==> src/rtl/clk_div_pkg.sv <==
// clk_div_pkg: shared state encoding, minimum ratio and ratio clamp
// for the programmable clock-divider controller.
package clk_div_pkg;

  localparam int unsigned DIV_MIN = 2;

  typedef enum logic [1:0] {
    IDLE,
    RUN,
    SWITCH,
    STOP
  } state_e;

  // A ratio below DIV_MIN cannot form a clock period, so it is raised to DIV_MIN.
  function automatic int unsigned clamp_div(input int unsigned div);
    return (div < DIV_MIN) ? DIV_MIN : div;
  endfunction

endpackage

==> src/rtl/clk_div_counter.sv <==
// clk_div_counter: period counter, boundary compare and high-phase compare
// for clk_div_ctrl. Optional macro CLK_DIV_ODD50_EN adds a falling-edge flop
// so odd ratios get an exact 50% duty cycle.
module clk_div_counter
  import clk_div_pkg::*;
#(
  parameter int DIV_W = 8
) (
  input  logic             clk_in,
  input  logic             reset,
  input  logic             run,
  input  logic [DIV_W-1:0] div,
  output logic             boundary,
  output logic             clk_out,
  output logic             tick
);

  logic [DIV_W-1:0] cnt_q, cnt_d;
  logic             hi_pos_q, hi_pos_d;
  logic             tick_q, tick_d;
  logic [DIV_W:0]   half;
  logic             hi_phase;

  assign half     = ({1'b0, div} + (DIV_W+1)'(1)) >> 1;
  assign boundary = (cnt_q == div - DIV_W'(1));
  assign hi_phase = ({1'b0, cnt_q} < half);

  // Count 0..N-1 while running; the output flop follows the count one cycle later.
  always_comb begin
    cnt_d    = '0;
    hi_pos_d = 1'b0;
    tick_d   = 1'b0;
    if (run) begin
      cnt_d    = boundary ? '0 : cnt_q + DIV_W'(1);
      hi_pos_d = hi_phase;
      tick_d   = (cnt_q == '0);
    end
  end

  // Rising-edge state: counter, high-phase flop and tick pulse.
  always_ff @(posedge clk_in or posedge reset) begin
    if (reset) begin
      cnt_q    <= '0;
      hi_pos_q <= 1'b0;
      tick_q   <= 1'b0;
    end else begin
      cnt_q    <= cnt_d;
      hi_pos_q <= hi_pos_d;
      tick_q   <= tick_d;
    end
  end

`ifdef CLK_DIV_ODD50_EN
  logic hi_neg_q, hi_neg_d;

  assign hi_neg_d = hi_pos_q;

  // Half-cycle delayed copy of the high phase, used to trim odd ratios to 50% duty.
  always_ff @(negedge clk_in or posedge reset) begin
    if (reset) begin
      hi_neg_q <= 1'b0;
    end else begin
      hi_neg_q <= hi_neg_d;
    end
  end

  assign clk_out = div[0] ? (hi_pos_q & hi_neg_q) : hi_pos_q;
`else
  assign clk_out = hi_pos_q;
`endif

  assign tick = tick_q;

endmodule

==> src/rtl/clk_div_ctrl.sv <==
// clk_div_ctrl: run-time programmable integer clock divider. Starts, stops and
// changes ratio only at period boundaries. Optional macro CLK_DIV_ODD50_EN
// gives odd ratios an exact 50% duty cycle.
module clk_div_ctrl
  import clk_div_pkg::*;
#(
  parameter int DIV_W     = 8,
  parameter int DIV_RESET = 6
) (
  input  logic             clk_in,
  input  logic             reset,
  input  logic             clk_en,
  input  logic             cfg_valid,
  input  logic [DIV_W-1:0] cfg_div,
  output logic             cfg_ready,
  output logic             cfg_err,
  output logic             clk_out,
  output logic             tick,
  output logic             running,
  output logic [DIV_W-1:0] div_cur
);

  state_e           state_q, state_d;
  logic [DIV_W-1:0] div_cur_q, div_cur_d;
  logic [DIV_W-1:0] div_nxt_q, div_nxt_d;
  logic             pend_q, pend_d;
  logic             accept;
  logic             boundary;
  logic [DIV_W-1:0] div_in;

  assign running   = (state_q != IDLE);
  assign cfg_ready = (state_q == IDLE) || (state_q == RUN);
  assign accept    = cfg_valid && cfg_ready;
  assign div_in    = DIV_W'(clamp_div(32'(cfg_div)));
  assign cfg_err   = accept && (32'(cfg_div) < DIV_MIN);
  assign div_cur   = div_cur_q;

  // Next-state logic: ratio updates and run/stop decisions only take hold at boundaries.
  always_comb begin
    state_d   = state_q;
    div_cur_d = div_cur_q;
    div_nxt_d = div_nxt_q;
    pend_d    = pend_q;
    case (state_q)
      IDLE: begin
        if (accept) div_cur_d = div_in;
        if (clk_en) state_d = RUN;
      end
      RUN: begin
        if (accept) begin
          div_nxt_d = div_in;
          pend_d    = 1'b1;
        end
        // A drop seen on the last cycle of a period halts right away rather than
        // running a whole extra period.
        if (!clk_en) state_d = (boundary && !accept) ? IDLE : STOP;
        else if (accept) state_d = SWITCH;
      end
      SWITCH: begin
        if (boundary) begin
          div_cur_d = div_nxt_q;
          pend_d    = 1'b0;
          state_d   = clk_en ? RUN : STOP;
        end
      end
      STOP: begin
        if (boundary) begin
          if (pend_q) begin
            div_cur_d = div_nxt_q;
            pend_d    = 1'b0;
          end
          state_d = clk_en ? RUN : IDLE;
        end else if (clk_en) begin
          state_d = pend_q ? SWITCH : RUN;
        end
      end
      default: state_d = IDLE;
    endcase
  end

  // Controller registers; reset drops any pending ratio.
  always_ff @(posedge clk_in or posedge reset) begin
    if (reset) begin
      state_q   <= IDLE;
      div_cur_q <= DIV_W'(DIV_RESET);
      div_nxt_q <= DIV_W'(DIV_RESET);
      pend_q    <= 1'b0;
    end else begin
      state_q   <= state_d;
      div_cur_q <= div_cur_d;
      div_nxt_q <= div_nxt_d;
      pend_q    <= pend_d;
    end
  end

  clk_div_counter #(
    .DIV_W(DIV_W)
  ) u_counter (
    .clk_in  (clk_in),
    .reset   (reset),
    .run     (running),
    .div     (div_cur_q),
    .boundary(boundary),
    .clk_out (clk_out),
    .tick    (tick)
  );

endmodule

==> config.mk <==
export PLATFORM = sky130hd
export DESIGN_NAME = clk_div_ctrl
export DESIGN_NICKNAME = d
export VERILOG_FILES = /design/src/rtl/clk_div_pkg.sv /design/src/rtl/clk_div_counter.sv /design/src/rtl/clk_div_ctrl.sv
export SDC_FILE = /design/constraint.sdc
export NUM_CORES = 1
export LEC_CHECK = 0
export CAP_MARGIN = 5
export CORE_MARGIN = 10
export CORE_UTILIZATION = 50
export DETAILED_ROUTE_END_ITERATION = 8
export PLACE_DENSITY = 0.76
export SYNTH_ARGS = -nofsm -noshare
export SYNTH_HDL_FRONTEND = slang
export SYNTH_SLANG_ARGS = --single-unit
==> constraint.sdc <==
create_clock -name clk_in -period 2.3 [get_ports clk_in]
set_input_delay 0.345 -clock clk_in [delete_from_list [all_inputs] [get_ports clk_in]]
set_output_delay 0.345 -clock clk_in [all_outputs]
set_load 0.01 [all_outputs]
======== Word-level counts from Yosys, hierarchy flattened ========
Cells that the tools add are included.
operators by class
  $add $sub $neg .......................... 3
  $lt $le $gt $ge ......................... 2
  equal/unequal tests ..................... 13
  mux-type cells .......................... 24
  reduce and logical (&&, ||, !) cells .... 15
operators with widths
  kind                                                                    number
  8-bit two-way mux                                                       7
  8-bit case mux with 3 select lines                                      1
  2-bit two-way mux                                                       9
  2-bit != test (second input constant)                                   6
  8-bit by 1-bit adder with 9-bit output (second input constant)          1
  8-bit by 1-bit adder with 8-bit output (second input constant)          1
  8-bit equality test                                                     1
  8-bit logical NOT                                                       1
  8-bit by 2-bit < comparator with 1-bit output (second input constant)   1
  8-bit < comparator                                                      1
  2-bit case mux with 4 select lines                                      1
  8-bit by 1-bit subtractor with 8-bit output (second input constant)     1
  3-bit != test (second input constant)                                   2
  1-bit two-way mux                                                       5
  5-bit AND reduction                                                     1
  2-bit equality test (second input constant)                             2
  4-bit AND reduction                                                     1
  2-bit nonzero test                                                      2
  1-bit logical AND                                                       3
  3-bit AND reduction                                                     1
  3-bit nonzero test                                                      1
  2-bit by 1-bit equality test with 1-bit output (second input constant)  1
  2-bit logical NOT                                                       1
  2-bit by 1-bit != test with 1-bit output (second input constant)        1
  other kinds (5)                                                         5
storage, ports and cells
  bits in registers ....................... 29
  bits of input ports ..................... 12
  output and inout bits ................... 13
  logic and storage cells ................. 64

======== Logic depth before layout (Yosys ltp) ========
  depth in word-level cells ............... 8
  mapped depth ............................ 11
  depth with buffers taken out ............ 9

======== By module ========
Synthesis repeated with hierarchy kept, for this count alone.
second synthesis, totals
  cells, all modules ...................... 199
  area total of the unflattened synthesis .. 2,124.5 sq um
modules (own cells, without submodules)
  module           instances  cells an instance  area an instance (sq um)  seq. area each (sq um)
  clk_div_counter  1          115                1,082.3                   250.2
  clk_div_ctrl     1          84                 1,042.2                   480.5

======== Least setup slack after synthesis ========
OpenSTA, ideal clock, no wires.
  path type ............................... reg-to-reg
  from .................................... register div_cur_q[1] (netlist: div_cur[1])
  to ...................................... register div_cur_q[3] (netlist: div_cur[3])
  setup time .............................. 0.125 ns
  arrival ................................. 2.213 ns
  data required time ...................... 2.175 ns
  path slack .............................. -0.038 ns
  cell stages (with the launch flop) ...... 10
  path buffers ............................ 1
  clock period less this slack ............ 2.338 ns
  cell sequence ........................... dfstp_2 -> inv_1 -> ha_1 -> xnor2_1 -> o21ai_0 -> a21oi_1 -> and4_1 -> buf_6 -> a32oi_4 -> mux2_4
on the way
  word-level cells in the longest chain between the ends .. 4
  elaborated cells between the ends (all ways) .. 5
ends and longest elaborated chain
  element                                          RTL line               text
  from (decl)                                      clk_div_ctrl.sv:24     logic [DIV_W-1:0] div_cur_q, div_cur_d;
  from (signal assigned)                           clk_div_ctrl.sv:85     div_cur_q <= DIV_W'(DIV_RESET);
  from (signal assigned)                           clk_div_ctrl.sv:90     div_cur_q <= div_cur_d;
  8-bit by 1-bit subtractor with 8-bit output (*)  clk_div_counter.sv:25  assign boundary = (cnt_q == div - DIV_W'(1));
  8-bit equality test (*)                          clk_div_counter.sv:25
  2-bit != test (no line)                          --
  5-bit AND reduction (no line) (*)                --
Every way passes the cells marked *; elsewhere a longest branch is shown, timed or not.
A chain may end at the register's enable or synchronous reset.

======== Worst setup path in the final report ========
  from .................................... register div_cur_q[1] (netlist: div_cur[1])
  to ...................................... register u_counter.hi_pos_q (netlist: u_counter.clk_out)
on the way
  word-level cells in the longest chain between the ends .. 3
ends and longest elaborated chain
  element                                 RTL line               text
  8-bit by 1-bit adder with 9-bit output  clk_div_counter.sv:24  assign half = ({1'b0, div} + (DIV_W+1)'(1)) >> 1;
  8-bit < comparator                      clk_div_counter.sv:26  assign hi_phase = ({1'b0, cnt_q} < half);
  1-bit two-way mux                       clk_div_counter.sv:33  if (run) begin
  net u_counter.hi_pos_d                  clk_div_counter.sv:19  logic hi_pos_q, hi_pos_d;
  to (signal assigned)                    clk_div_counter.sv:48  hi_pos_q <= hi_pos_d;
  to (decl)                               clk_div_counter.sv:19
The timed path passes the listed nets, and every way through them passes these cells.

==> run_summary.xml <==
<?xml version="1.0" encoding="UTF-8"?>
<metrics>
  <group name="outcome">
    <metric name="outcome" unit="">completed</metric>
  </group>
  <group name="floorplanning">
    <metric name="design.core.area" unit="mm2">0.00369</metric>
    <metric name="row_count" unit="">22</metric>
    <metric name="initial_utilization" unit="%">52.1</metric>
    <metric name="die_width" unit="um">82.0</metric>
    <metric name="die_height" unit="um">82.0</metric>
    <metric name="fp.dieArea" unit="mm2">0.00672</metric>
    <metric name="ioPinCount" unit="">25</metric>
  </group>
  <group name="clock_network">
    <metric name="numClockSinks" unit="">29</metric>
    <metric name="cts_tree" unit="">done</metric>
    <metric name="clkTransAtPathRegs" unit="ps">70</metric>
    <metric name="cts.root.buffer_cell" unit="">sky130_fd_sc_hd__clkbuf_8</metric>
    <metric name="numCtsBuffers" unit="">5</metric>
    <metric name="ctsHoldBuffers" unit="">0</metric>
    <metric name="ctsLongestPathBuffers" unit="">2</metric>
    <metric name="htree_levels" unit="">2</metric>
    <metric name="worst_skew_pair.late_latency" unit="ps">280</metric>
  </group>
  <group name="drt">
    <metric name="post_drt_via_cell_ratio" unit="">5.47</metric>
    <metric name="drt_pre_antenna_iters" unit="">4</metric>
    <metric name="routed_wirelength" unit="mm">4.41</metric>
    <metric name="drc_errors" unit="">0</metric>
    <metric name="avgRoutedWirePerCell" unit="um">16.2</metric>
    <metric name="drtIter0Drc" unit="">75</metric>
    <metric name="final_antenna_net_count" unit="">0</metric>
    <metric name="vias" unit="">1488</metric>
  </group>
  <group name="global_route">
    <metric name="grt_start_max_net_pins" unit="">30</metric>
    <metric name="grt_pass1_wl" unit="mm">7.15</metric>
    <metric name="antenna_found_initial" unit="">0</metric>
    <metric name="globalRouteOverflowTotal" unit="">0</metric>
    <metric name="first_global_vias" unit="">1486</metric>
    <metric name="gr-usage-all-layers" unit="%">13.9</metric>
  </group>
  <group name="cells_and_area">
    <metric name="layout.cells.most_common" unit="">sky130_fd_sc_hd__dfrtp_1</metric>
    <metric name="drive_above_1_share" unit="%">25.0</metric>
    <metric name="insertedDiodeCount" unit="">0</metric>
    <metric name="fin_nets" unit="">246</metric>
    <metric name="area_delta_synth_final" unit="%">26.8</metric>
    <metric name="final_cell_mix" unit="">25 x sky130_fd_sc_hd__dfrtp_1, 23 x sky130_fd_sc_hd__clkdlybuf4s50_1, 15 x sky130_fd_sc_hd__xnor2_1, 15 x sky130_fd_sc_hd__nor2_1, 12 x sky130_fd_sc_hd__buf_4</metric>
    <metric name="utilization" unit="%">66.0</metric>
  </group>
  <group name="worst_hold_path">
    <metric name="min-delay-path-class" unit="">in -&gt; async</metric>
  </group>
  <group name="synth">
    <metric name="netlist-cell-type-count" unit="">38</metric>
    <metric name="number_of_flops_mapped_to_enable_cells_by_yosys" unit="">0</metric>
    <metric name="async_flop_share" unit="%">100</metric>
    <metric name="syn-instance-count" unit="">189</metric>
    <metric name="post_synth.cell_area_avg" unit="um2">10.2</metric>
    <metric name="syn_warnings" unit="">0</metric>
    <metric name="synth-seq-cells" unit="">29</metric>
    <metric name="synth-seq-area-share" unit="%">38.0</metric>
    <metric name="syn-num-nets" unit="">212</metric>
    <metric name="synth_area" unit="mm2">0.00192</metric>
    <metric name="synthFlopType" unit="">sky130_fd_sc_hd__dfrtp_1</metric>
  </group>
  <group name="place">
    <metric name="port_buffers" unit="">24</metric>
    <metric name="gp_congestion" unit="">0.870</metric>
    <metric name="place_hpwl" unit="mm">3.25</metric>
  </group>
  <group name="sta">
    <metric name="finalClockSkew" unit="ps">8.12</metric>
    <metric name="setup_viol" unit="">0</metric>
    <metric name="setup_tns" unit="ps">0</metric>
    <metric name="fmaxAchievable" unit="GHz">0.461</metric>
    <metric name="fin_crit" unit="ps">2170</metric>
    <metric name="hold_viol" unit="">0</metric>
    <metric name="tightest_slew" unit="ps">480</metric>
    <metric name="timing.final.crit_share" unit="%">94.2</metric>
    <metric name="max-slew-margin-rel" unit="%">67.9</metric>
    <metric name="max_slew_violation_count" unit="">0</metric>
  </group>
  <group name="critical_path">
    <metric name="crit_path_start_kind" unit="">flip-flop</metric>
    <metric name="setup.worst_path.end_class" unit="">flip-flop</metric>
    <metric name="worst-path-max-fanout" unit="">6</metric>
    <metric name="worst_ep_required_time" unit="ps">2520</metric>
    <metric name="critical_path_arrival" unit="ps">2390</metric>
    <metric name="worst_setup_path_class" unit="">reg -&gt; reg</metric>
  </group>
  <group name="power">
    <metric name="leakage_power_of_the_design" unit="uW">0.00111</metric>
    <metric name="worst_ir_drop_vdd" unit="mV">0.710</metric>
    <metric name="post-layout-total-power" unit="uW">3360</metric>
    <metric name="power.density" unit="mW/mm2">1380</metric>
  </group>
  <group name="flow_run">
    <metric name="drv.max_cap_violation_count" unit="">0</metric>
  </group>
</metrics>
==> cell usage after synthesis (all sizes together) (2+ instances only) <==
| cell | count | area share [%] |
|---|---|---|
| a211oi | 4 | 1.6 |
| a21o | 3 | 1.2 |
| a21oi | 5 | 1.3 |
| and3 | 4 | 1.3 |
| buf | 3 | 1.4 |
| clkbuf | 7 | 1.4 |
| dfrtp | 25 | 33 |
| dfstp | 4 | 5.5 |
| ha | 11 | 7.2 |
| inv | 11 | 2.1 |
| mux2 | 17 | 11 |
| mux2i | 3 | 1.6 |
| nand2 | 9 | 1.8 |
| nand2b | 4 | 1.3 |
| nand3 | 11 | 3.1 |
| nand3b | 2 | 0.78 |
| nand4 | 2 | 0.65 |
| nor2 | 15 | 2.9 |
| nor2b | 2 | 0.65 |
| nor3 | 5 | 2.1 |
| nor4 | 4 | 1.3 |
| o21ai | 5 | 1.3 |
| xnor2 | 15 | 6.8 |
| xor2 | 9 | 4.1 |
==> cell families after synthesis <==
family                   after synthesis  synth area share, %
AND/OR/NAND/NOR                       62                 17.6
flip-flops                            29                 38.0
XOR/XNOR                              24                 10.9
AO/OA/AOI/OAI                         22                 8.66
buffers and inverters                 21                 4.95
multiplexers                          20                 12.7
adder cells (fa/ha/maj)               11                 7.16
==> worst max-delay path, stage by stage, from the launching register on <==
cell	delay (ps)
sky130_fd_sc_hd__dfstp_2	540
sky130_fd_sc_hd__buf_4	150
sky130_fd_sc_hd__ha_1	200
sky130_fd_sc_hd__xnor2_1	150
sky130_fd_sc_hd__ha_1	270
sky130_fd_sc_hd__a21o_1	150
sky130_fd_sc_hd__a21o_1	190
sky130_fd_sc_hd__a21oi_2	160
sky130_fd_sc_hd__nor2b_1	60
sky130_fd_sc_hd__o21ai_1	110
sky130_fd_sc_hd__a21o_1	120
==> flip-flops by register name (all words and copies together), names as in the netlist <==
| register | count |
|---|---|
| div_cur | 8 |
| div_nxt_q | 8 |
| u_counter.cnt_q | 8 |
| state_q | 2 |
| pend_q | 1 |
| u_counter.clk_out | 1 |
| u_counter.tick | 1 |
==> power by group <==
group / switching, uW / internal, uW
clock: 206 / 352
sequential: 265 / 751
combinational: 799 / 985
==> layout make-up <==
| class | count | area [um2] |
|---|---|---|
| Multi-Input combinational cell | 139 | 1130 |
| Timing Repair Buffer | 37 | 353 |
| Sequential cell | 29 | 731 |
| Clock inverter | 2 | 37.5 |
| Inverter | 11 | 41.3 |
| Tap cell | 48 | 60.1 |
| Clock buffer | 6 | 82.6 |
| Fill cell | 291 | 1250 |
==> path summary, 6_finish.rpt <==
| check | from | end | slack (ps) | cells after the start |
|---|---|---|---|---|
| hold reg to reg | div_nxt_q[0] | div_nxt_q[0] | 480 | 2 |
| setup / recovery | div_cur[1] | u_counter.clk_out | 130 | 10 |
| min in group clk_in | div_nxt_q[0] | div_nxt_q[0] | 480 | 2 |
| setup reg to reg | div_cur[1] | u_counter.clk_out | 130 | 10 |
| hold / removal | reset | div_cur[4] | 440 | 3 |
| max in group asynchronous | reset | div_cur[2] | 1540 | 3 |
==> metrics by stage <==
| stage | worst slack [ps] | cells | hold WS (ps) | cell area, um2 |
|---|---|---|---|---|
| detailed placement | -8.44 | 263 | 471 | 2270 |
| finish | 133 | 272 | 443 | 2440 |
| global placement | 48.4 | 263 | 467 | 2270 |
| global route | -8.58 | 272 | 485 | 2440 |
| floorplan | 33.9 | 189 | 420 | 1930 |
| CTS | 52.6 | 272 | 456 | 2420 |
==> per-layer routing <==
metal	routed length, um	track usage, %	up-vias
met5	0	0	-
met4	82	5.61	0
met3	294	4.15	8
met2	2250	23.5	34
met1	1780	15.9	728
li1	-	-	718
==> timing repair <==
item | CTS | global route
setup endpoints to repair | 5 | 16
pin swaps | 1 | 3
resized for setup | 1 | 9
setup buffers | 1 | 0
endpoints found under the hold margin | 0 | 0
Power figures use the tool's default switching activity.
